`config.mk`:
```
export PLATFORM = sky130hd
export DESIGN_NAME = mem_wr_ctrl
export DESIGN_NICKNAME = d
export VERILOG_FILES = /design/src/rtl/mem_wr_ctrl.sv
export SDC_FILE = /design/constraint.sdc
export NUM_CORES = 1
export LEC_CHECK = 0
export BUFFER_PORTS_ARGS = -buffer_cell sky130_fd_sc_hd__buf_2
export CORE_MARGIN = 2
export CORE_UTILIZATION = 45
export CTS_BUF_LIST = sky130_fd_sc_hd__clkbuf_4 sky130_fd_sc_hd__clkbuf_8
export CTS_CLUSTER_SIZE = 25
export DETAILED_ROUTE_END_ITERATION = 12
export HOLD_SLACK_MARGIN = 0.1
export PLACE_DENSITY_LB_ADDON = 0.05
export SETUP_SLACK_MARGIN = 0.05
export SLEW_MARGIN = 20
export SYNTH_ARGS = -nofsm -noshare
export SYNTH_HDL_FRONTEND = slang
export SYNTH_SLANG_ARGS = --single-unit
```
`constraint.sdc`:
```
create_clock -name ACLK -period 5.7 [get_ports ACLK]
set_input_delay 1.14 -clock ACLK [delete_from_list [all_inputs] [get_ports ACLK]]
set_output_delay 1.14 -clock ACLK [all_outputs]
set_load 0.005 [all_outputs]
```
`src/rtl/mem_wr_ctrl.sv`:
```
// mem_wr_ctrl: single-outstanding AXI-style write front end for a byte-array
// memory. AW and W are captured independently into one-entry holding
// registers. Once both are held, one memory write strobe is issued, or it is
// suppressed when the beat would run past the top of the address space. The
// write response then waits for the B handshake before the next transfer.
module mem_wr_ctrl #(
    parameter int ADDR_W = 12,
    parameter int DATA_W = 64,
    parameter int LEN    = DATA_W / 8
) (
    input  logic              ACLK,
    input  logic              ARESETn,
    input  logic [ADDR_W-1:0] AWADDR,
    input  logic              AWVALID,
    output logic              AWREADY,
    input  logic [DATA_W-1:0] WDATA,
    input  logic [LEN-1:0]    WSTRB,
    input  logic              WVALID,
    output logic              WREADY,
    output logic [1:0]        BRESP,
    output logic              BVALID,
    input  logic              BREADY,
    output logic              mem_we,
    output logic [ADDR_W-1:0] mem_addr,
    output logic [DATA_W-1:0] mem_wdata,
    output logic [LEN-1:0]    mem_wstrb
);

    typedef enum logic [1:0] {
        ST_IDLE  = 2'd0,
        ST_WRITE = 2'd1,
        ST_RESP  = 2'd2
    } state_t;

    localparam logic [1:0]    RESP_OKAY   = 2'b00;
    localparam logic [1:0]    RESP_SLVERR = 2'b10;
    localparam logic [ADDR_W:0] LEN_M1    = (ADDR_W + 1)'(LEN - 1);

    state_t              state_r;
    logic                aw_held_r;
    logic                w_held_r;
    logic [ADDR_W-1:0]   addr_r;
    logic [DATA_W-1:0]   data_r;
    logic [LEN-1:0]      strb_r;
    logic                aw_ready_r;
    logic                w_ready_r;
    logic                bvalid_r;
    logic [1:0]          bresp_r;
    logic                err_r;
    logic                mem_we_r;
    logic [ADDR_W-1:0]   mem_addr_r;
    logic [DATA_W-1:0]   mem_wdata_r;
    logic [LEN-1:0]      mem_wstrb_r;

    logic                aw_take_s;
    logic                w_take_s;
    logic                aw_held_nx_s;
    logic                w_held_nx_s;
    logic [ADDR_W-1:0]   addr_nx_s;
    logic [DATA_W-1:0]   data_nx_s;
    logic [LEN-1:0]      strb_nx_s;
    logic [ADDR_W:0]     last_byte_s;
    logic                range_err_s;

    // Handshake detection and the holding-register contents after this edge's captures.
    always_comb begin
        aw_take_s    = 1'b0;
        w_take_s     = 1'b0;
        if (state_r == ST_IDLE) begin
            aw_take_s = AWVALID & aw_ready_r;
            w_take_s  = WVALID & w_ready_r;
        end else begin
            aw_take_s = 1'b0;
            w_take_s  = 1'b0;
        end
        aw_held_nx_s = aw_held_r | aw_take_s;
        w_held_nx_s  = w_held_r | w_take_s;
        addr_nx_s    = aw_take_s ? AWADDR : addr_r;
        data_nx_s    = w_take_s ? WDATA : data_r;
        strb_nx_s    = w_take_s ? WSTRB : strb_r;
        // The carry out of the last byte address marks a beat that wraps past the top.
        last_byte_s  = {1'b0, addr_nx_s} + LEN_M1;
        range_err_s  = last_byte_s[ADDR_W];
    end

    // Control FSM with all interface outputs registered.
    always_ff @(posedge ACLK) begin
        if (!ARESETn) begin
            state_r     <= ST_IDLE;
            aw_held_r   <= 1'b0;
            w_held_r    <= 1'b0;
            addr_r      <= {ADDR_W{1'b0}};
            data_r      <= {DATA_W{1'b0}};
            strb_r      <= {LEN{1'b0}};
            aw_ready_r  <= 1'b1;
            w_ready_r   <= 1'b1;
            bvalid_r    <= 1'b0;
            bresp_r     <= RESP_OKAY;
            err_r       <= 1'b0;
            mem_we_r    <= 1'b0;
            mem_addr_r  <= {ADDR_W{1'b0}};
            mem_wdata_r <= {DATA_W{1'b0}};
            mem_wstrb_r <= {LEN{1'b0}};
        end else begin
            case (state_r)
                ST_IDLE: begin
                    aw_held_r <= aw_held_nx_s;
                    w_held_r  <= w_held_nx_s;
                    addr_r    <= addr_nx_s;
                    data_r    <= data_nx_s;
                    strb_r    <= strb_nx_s;
                    if (aw_held_nx_s && w_held_nx_s) begin
                        state_r    <= ST_WRITE;
                        aw_ready_r <= 1'b0;
                        w_ready_r  <= 1'b0;
                        err_r      <= range_err_s;
                        if (!range_err_s) begin
                            mem_we_r    <= 1'b1;
                            mem_addr_r  <= addr_nx_s;
                            mem_wdata_r <= data_nx_s;
                            mem_wstrb_r <= strb_nx_s;
                        end else begin
                            mem_we_r    <= 1'b0;
                            mem_addr_r  <= {ADDR_W{1'b0}};
                            mem_wdata_r <= {DATA_W{1'b0}};
                            mem_wstrb_r <= {LEN{1'b0}};
                        end
                    end else begin
                        aw_ready_r <= !aw_held_nx_s;
                        w_ready_r  <= !w_held_nx_s;
                    end
                end
                ST_WRITE: begin
                    state_r     <= ST_RESP;
                    mem_we_r    <= 1'b0;
                    mem_addr_r  <= {ADDR_W{1'b0}};
                    mem_wdata_r <= {DATA_W{1'b0}};
                    mem_wstrb_r <= {LEN{1'b0}};
                    bvalid_r    <= 1'b1;
                    bresp_r     <= err_r ? RESP_SLVERR : RESP_OKAY;
                end
                ST_RESP: begin
                    if (BREADY) begin
                        state_r    <= ST_IDLE;
                        bvalid_r   <= 1'b0;
                        bresp_r    <= RESP_OKAY;
                        aw_held_r  <= 1'b0;
                        w_held_r   <= 1'b0;
                        aw_ready_r <= 1'b1;
                        w_ready_r  <= 1'b1;
                    end else begin
                        state_r    <= ST_RESP;
                    end
                end
                default: begin
                    state_r     <= ST_IDLE;
                    aw_held_r   <= 1'b0;
                    w_held_r    <= 1'b0;
                    aw_ready_r  <= 1'b1;
                    w_ready_r   <= 1'b1;
                    bvalid_r    <= 1'b0;
                    bresp_r     <= RESP_OKAY;
                    mem_we_r    <= 1'b0;
                    mem_addr_r  <= {ADDR_W{1'b0}};
                    mem_wdata_r <= {DATA_W{1'b0}};
                    mem_wstrb_r <= {LEN{1'b0}};
                end
            endcase
        end
    end

    assign AWREADY   = aw_ready_r;
    assign WREADY    = w_ready_r;
    assign BVALID    = bvalid_r;
    assign BRESP     = bresp_r;
    assign mem_we    = mem_we_r;
    assign mem_addr  = mem_addr_r;
    assign mem_wdata = mem_wdata_r;
    assign mem_wstrb = mem_wstrb_r;

endmodule

```
=== Yosys cells after proc, flatten, opt, wreduce, memory -nomap -nowiden ===
Cells that the tools add are included.

* Bitwise gates (word level): 7
* $add $sub $neg: 1
* Muxes and demuxes: 32
* Eq/ne operators: 4
* Reduce and logical (&&, ||, !) cells: 8

{| class="wikitable"
|+ Operator list
! operator !! count
|-
| 64-bit 2-to-1 mux || 3
|-
| 64-bit case mux with 2 select lines || 1
|-
| 12-bit 2-to-1 mux || 3
|-
| 8-bit 2-to-1 mux || 3
|-
| 12-bit case mux with 2 select lines || 1
|-
| 8-bit case mux with 2 select lines || 1
|-
| 1-bit case mux with 3 select lines || 5
|-
| 12-bit by 3-bit adder with 13-bit output, second input constant || 1
|-
| 2-bit case mux with 3 select lines || 2
|-
| 1-bit 2-to-1 mux || 8
|-
| 2-bit 2-to-1 mux || 4
|-
| 2-bit AND reduction || 4
|-
| 1-bit NOT || 3
|-
| 1-bit AND || 2
|-
| 2-bit by 1-bit equality test with 1-bit output, second input constant || 1
|-
| 2-bit equality test, second input constant || 1
|-
| 1-bit zero test || 2
|-
| 2-bit zero test || 1
|-
| 2-bit by 1-bit != test with 1-bit output, second input constant || 1
|-
| 2-bit != test, second input constant || 1
|-
| 1-bit bitwise OR || 2
|-
| 1-bit case mux with 2 select lines || 1
|-
| 1-bit logical AND || 1
|}

* Word-level logic and storage cells: 67
* Bits of input ports: 89
* Flip-flop bits (word level): 179

=== Longest topological paths before layout ===
* Depth in word-level cells: 7
* Gate-level depth with buffers: 8
* Gate-level depth less buffers: 5

=== Worst setup path before layout ===
OpenSTA, ideal clock, no wires.

* Path kind: in2reg
* Start: input AWVALID
* End: register mem_wdata_r[17], in the netlist mem_wdata[17]
* Setup slack: 3.168 ns
* Path buffers: 3
* Data required time: 5.583 ns
* Arrival: 2.415 ns
* Stages on the path: 7
* Library setup time: 0.117 ns
* Cells stage by stage: nor4bb_4 > buf_6 > nor4_2 > o21ai_2 > buf_6 > buf_6 > a32o_1

* Longest elaborated chain between the ends: 7
* Elaborated cells on any way between the ends: 11

{| class="wikitable"
|+ RTL lines
! what !! line !! source
|-
| start: declaration || 14 || <nowiki>input logic AWVALID,</nowiki>
|-
| 1-bit AND (*) || 70 || <nowiki>aw_take_s = AWVALID & aw_ready_r;</nowiki>
|-
| 1-bit 2-to-1 mux (*) || 69 || <nowiki>if (state_r == ST_IDLE) begin</nowiki>
|-
| 12-bit 2-to-1 mux || 78 || <nowiki>addr_nx_s = aw_take_s ? AWADDR : addr_r;</nowiki>
|-
| 12-bit by 3-bit adder with 13-bit output || 82 || <nowiki>last_byte_s = {1'b0, addr_nx_s} + LEN_M1;</nowiki>
|-
| 64-bit 2-to-1 mux || 117 || <nowiki>if (!range_err_s) begin</nowiki>
|-
| 64-bit 2-to-1 mux || 112 || <nowiki>if (aw_held_nx_s && w_held_nx_s) begin</nowiki>
|-
| 64-bit case mux with 2 select lines || 105 || <nowiki>case (state_r)</nowiki>
|-
| end signal: assignment || 102 || <nowiki>mem_wdata_r <= {DATA_W{1'b0}};</nowiki>
|-
| end signal: assignment || 120 || <nowiki>mem_wdata_r <= data_nx_s;</nowiki>
|-
| end signal: assignment || 125 || <nowiki>mem_wdata_r <= {DATA_W{1'b0}};</nowiki>
|-
| end: declaration || 52 || <nowiki>logic [DATA_W-1:0] mem_wdata_r;</nowiki>
|}

Every way passes the cells marked *; elsewhere a longest branch is shown, timed or not. The select of a mux whose other input is x is not followed.
A chain may end at the register's enable or synchronous reset.

=== Worst setup path in the final report ===
* Start: input AWVALID
* End: register mem_addr_r[5], in the netlist mem_addr[5]

* Longest elaborated chain between the ends: 7
* Elaborated cells on any way between the ends: 11

{| class="wikitable"
|+ RTL lines
! what !! line !! source
|-
| 1-bit AND (*) || 70 ||
|-
| 1-bit 2-to-1 mux (*) || 69 ||
|-
| 12-bit 2-to-1 mux || 78 ||
|-
| 12-bit by 3-bit adder with 13-bit output || 82 ||
|-
| 12-bit 2-to-1 mux || 117 ||
|-
| 12-bit 2-to-1 mux || 112 ||
|-
| 12-bit case mux with 2 select lines || 105 ||
|-
| end signal: assignment || 101 || <nowiki>mem_addr_r <= {ADDR_W{1'b0}};</nowiki>
|-
| end signal: assignment || 119 || <nowiki>mem_addr_r <= addr_nx_s;</nowiki>
|-
| end signal: assignment || 124 || <nowiki>mem_addr_r <= {ADDR_W{1'b0}};</nowiki>
|-
| end: declaration || 51 || <nowiki>logic [ADDR_W-1:0] mem_addr_r;</nowiki>
|}

Marks and branches as above.

==> out/metrics.yaml <==
run:
  drv_cap: 0
die:
  rows: 43
  start_util: 0.464
  num_io_pins: 179
  die-area_um2: 15300
  die_height_um: 124
  dieWidth_um: 124
  coreArea_um2: 13900
cts:
  postCtsResizedCells: 0
  postCtsSetupRepairBufs: 0
  cts_max_path_buffers: 2
  cts_tree: "built"
  cts_buffers: 17
  root_buffer: "clkbuf_8"
  htreeDepth: 4
  cts_num_sinks: 178
  cts_hold_buf: 0
  path_clk_slew_ns: 0.08
  insertion_delay_ns: 0.44
timing:
  finClkSkew_ns: 0.00830
  rsz0062_at_grt: "no"
  period_needed_ns: 3.55
  setup_viol: 0
  finalHoldViolCount: 0
  setup_ws_ns: 2.15
  max_slew.worst_pin.slew_ns: 0.956
  max_freq_ghz: 0.281
  fin_crit_sh: 0.623
  maxSlewHeadroom: 0.363
  final_max_slew_viol_count: 0
  timing.setup.tns_ns: 0
place:
  gp_congestion: 0.768
  place_ws_ns: 1.53
  hpwl_um: 9830
  portBuffers: 177
pwr:
  power_frac_comb: 0.188
  clkPwrFrac: 0.319
  peakVddDrop_mv: 0.181
  switching_share: 0.277
  p_leak_nw: 3.26
  switchingPower_uw: 815
  power_density_nw_per_um2: 380
  p_int_mw: 2.13
  seq_power_share: 0.492
finish:
  regArea_um2: 3560
  multiInputGateArea_um2: 2520
  drive_gt1_frac: 0.291
  num-fill-cells: 1268
  synthToLayoutAreaGrowth_pct: 19.6
  nets: 857
  antennaDiodeCount: 0
detailed_routing:
  vias_per_cell: 5.37
  first_pass_iters: 5
  vias: 5155
  drtAntennaViolNets: 0
  routed_wl_um: 15900
  drt_iter0_markers: 382
  routedWlPerCell_um: 16.6
  drc_errors: 0
synth:
  synth_enable_flop_cells: 0
  synthDistinctLibCells: 34
  netlist.area_leader.share: 0.551
  yosys_register_bits: 178
  synth_largest_area_cell: "dfxtp_1"
  netlist_area_um2: 6470
  synth.top_cells.by_count: "178 x dfxtp_1, 154 x nand2_1, 73 x a32o_1, 65 x a21boi_0, 19 x clkbuf_1"
  ys_seq_area_frac: 0.551
  yosysMostFrequentCell: "dfxtp_1"
  ys_warn_count: 0
  syn_nets: 712
  async_reset_ff_frac: 0
  synth_flop_cell: "dfxtp_1"
  synthTopCellsByArea: "dfxtp_1 55%, a32o_1 11%, nand2_1 8.9%"
  netlist_instances: 623
  synth.avg_cell_area_um2: 10.4
min_path:
  hold_path_class: "reg2reg"
critical_path:
  arrival_ns: 3.90
  start_kind: "input port"
  cp.required_ns: 6.05
  worst-path-max-fanout: 40
  crit_type: "in2reg"
  endpoint_kind: "register"
  r2r_setup_slack_ns: 2.47
grt:
  antenna_found_initial: 0
  grt.total_usage: 0.202
  first_global_vias: 4852
  grt_pass1_wl_um: 23800
  grt_overflow: 0
  grt_max_degree: 92
run_status:
  status: "finished, final reports clean"
[power by group through the flow]
stage | registers (mW) | logic [mW] | clock network [mW]
finish | 1.45 | 0.554 | 0.939
global route | 1.46 | 0.613 | 1.01
CTS | 1.45 | 0.558 | 0.962
floorplan | 1.47 | 0.396 | 0
global placement | 1.47 | 0.544 | 0
detailed placement | 1.48 | 0.557 | 0
[worst max-delay path, stage by stage]
cell and delay [ns]:
buf_2 0.11, nor4bb_4 0.70, o221a_2 0.97, nand2_1 0.57
o31ai_1 0.39
[layout by cell type (no fill, tap or decap), types with 3 or more instances in the layout]
master     netlist  final
a21boi_0        65     65
a21boi_1         7      7
a32o_1          73     73
buf_2           12    177
buf_4           10      7
bufinv_16        0      3
clkbuf_4         0      4
clkbuf_8         0     24
dfxtp_1        178    178
mux2i_1         14     14
nand2_1        154    154
nand3_1         13     13
nor2_1           9      9
nor2b_1         13     13
o22ai_1          3      3
o31ai_1         11     11
[metal layers]
metal,share of wire,GRT usage,up-vias
met5,0,0,-
met4,0.0094,0.0746,0
met3,0.075,0.0600,12
met2,0.48,0.340,157
met1,0.44,0.246,2490
li1,-,-,2496
[layout make-up]
type | count | area share
multi-input cells | 384 | 0.326
flip-flops and latches | 178 | 0.461
repair buffers | 185 | 0.125
clock buffers | 28 | 0.0466
well taps | 180 | 0.0291
clock inverters | 3 | 0.0116
inverters | 2 | 0.000971
[through the flow]
stage          power [mW]  std cells  instance area [um2]   util  hold WS, ns
2_1_floorplan        1.86        623                 6470      -        0.436
3_3_place_gp         2.02        928                 7260  0.521        0.444
3_5_place_dp         2.03        928                 7260  0.521        0.448
4_1_cts              2.97        959                 7710  0.553        0.468
5_1_grt              3.09        960                 7730  0.555        0.476
6_report             2.94        960                 7730  0.555        0.463
[logic make-up (layout without fill, tap and decap cells)]
group	Yosys count	after routing	share of synthesized area
AND/OR/NAND/NOR	203	203	0.142
flip-flops	178	178	0.551
other	1	1	0.000580
AO/OA/AOI/OAI	166	166	0.222
multiplexers	14	14	0.0217
buffers and inverters	61	218	0.0633
[state kept, by name (all words and copies together), names as in the netlist, 2 cells and up]
signal and flops:
addr_r 12, data_r 64, mem_addr 12, mem_wdata 64, mem_wstrb 8, state_r 2
strb_r 8
[path summary, 6_finish.rpt]
kind | end | startpoint | cells after the start
max | mem_addr[5] | AWVALID | 5
min | mem_wstrb[2] | mem_wstrb[2] | 1
max reg2reg | mem_addr[5] | state_r[1] | 4
min reg2reg | mem_wstrb[2] | mem_wstrb[2] | 1
No activity file was read; power rests on OpenSTA's default activity.
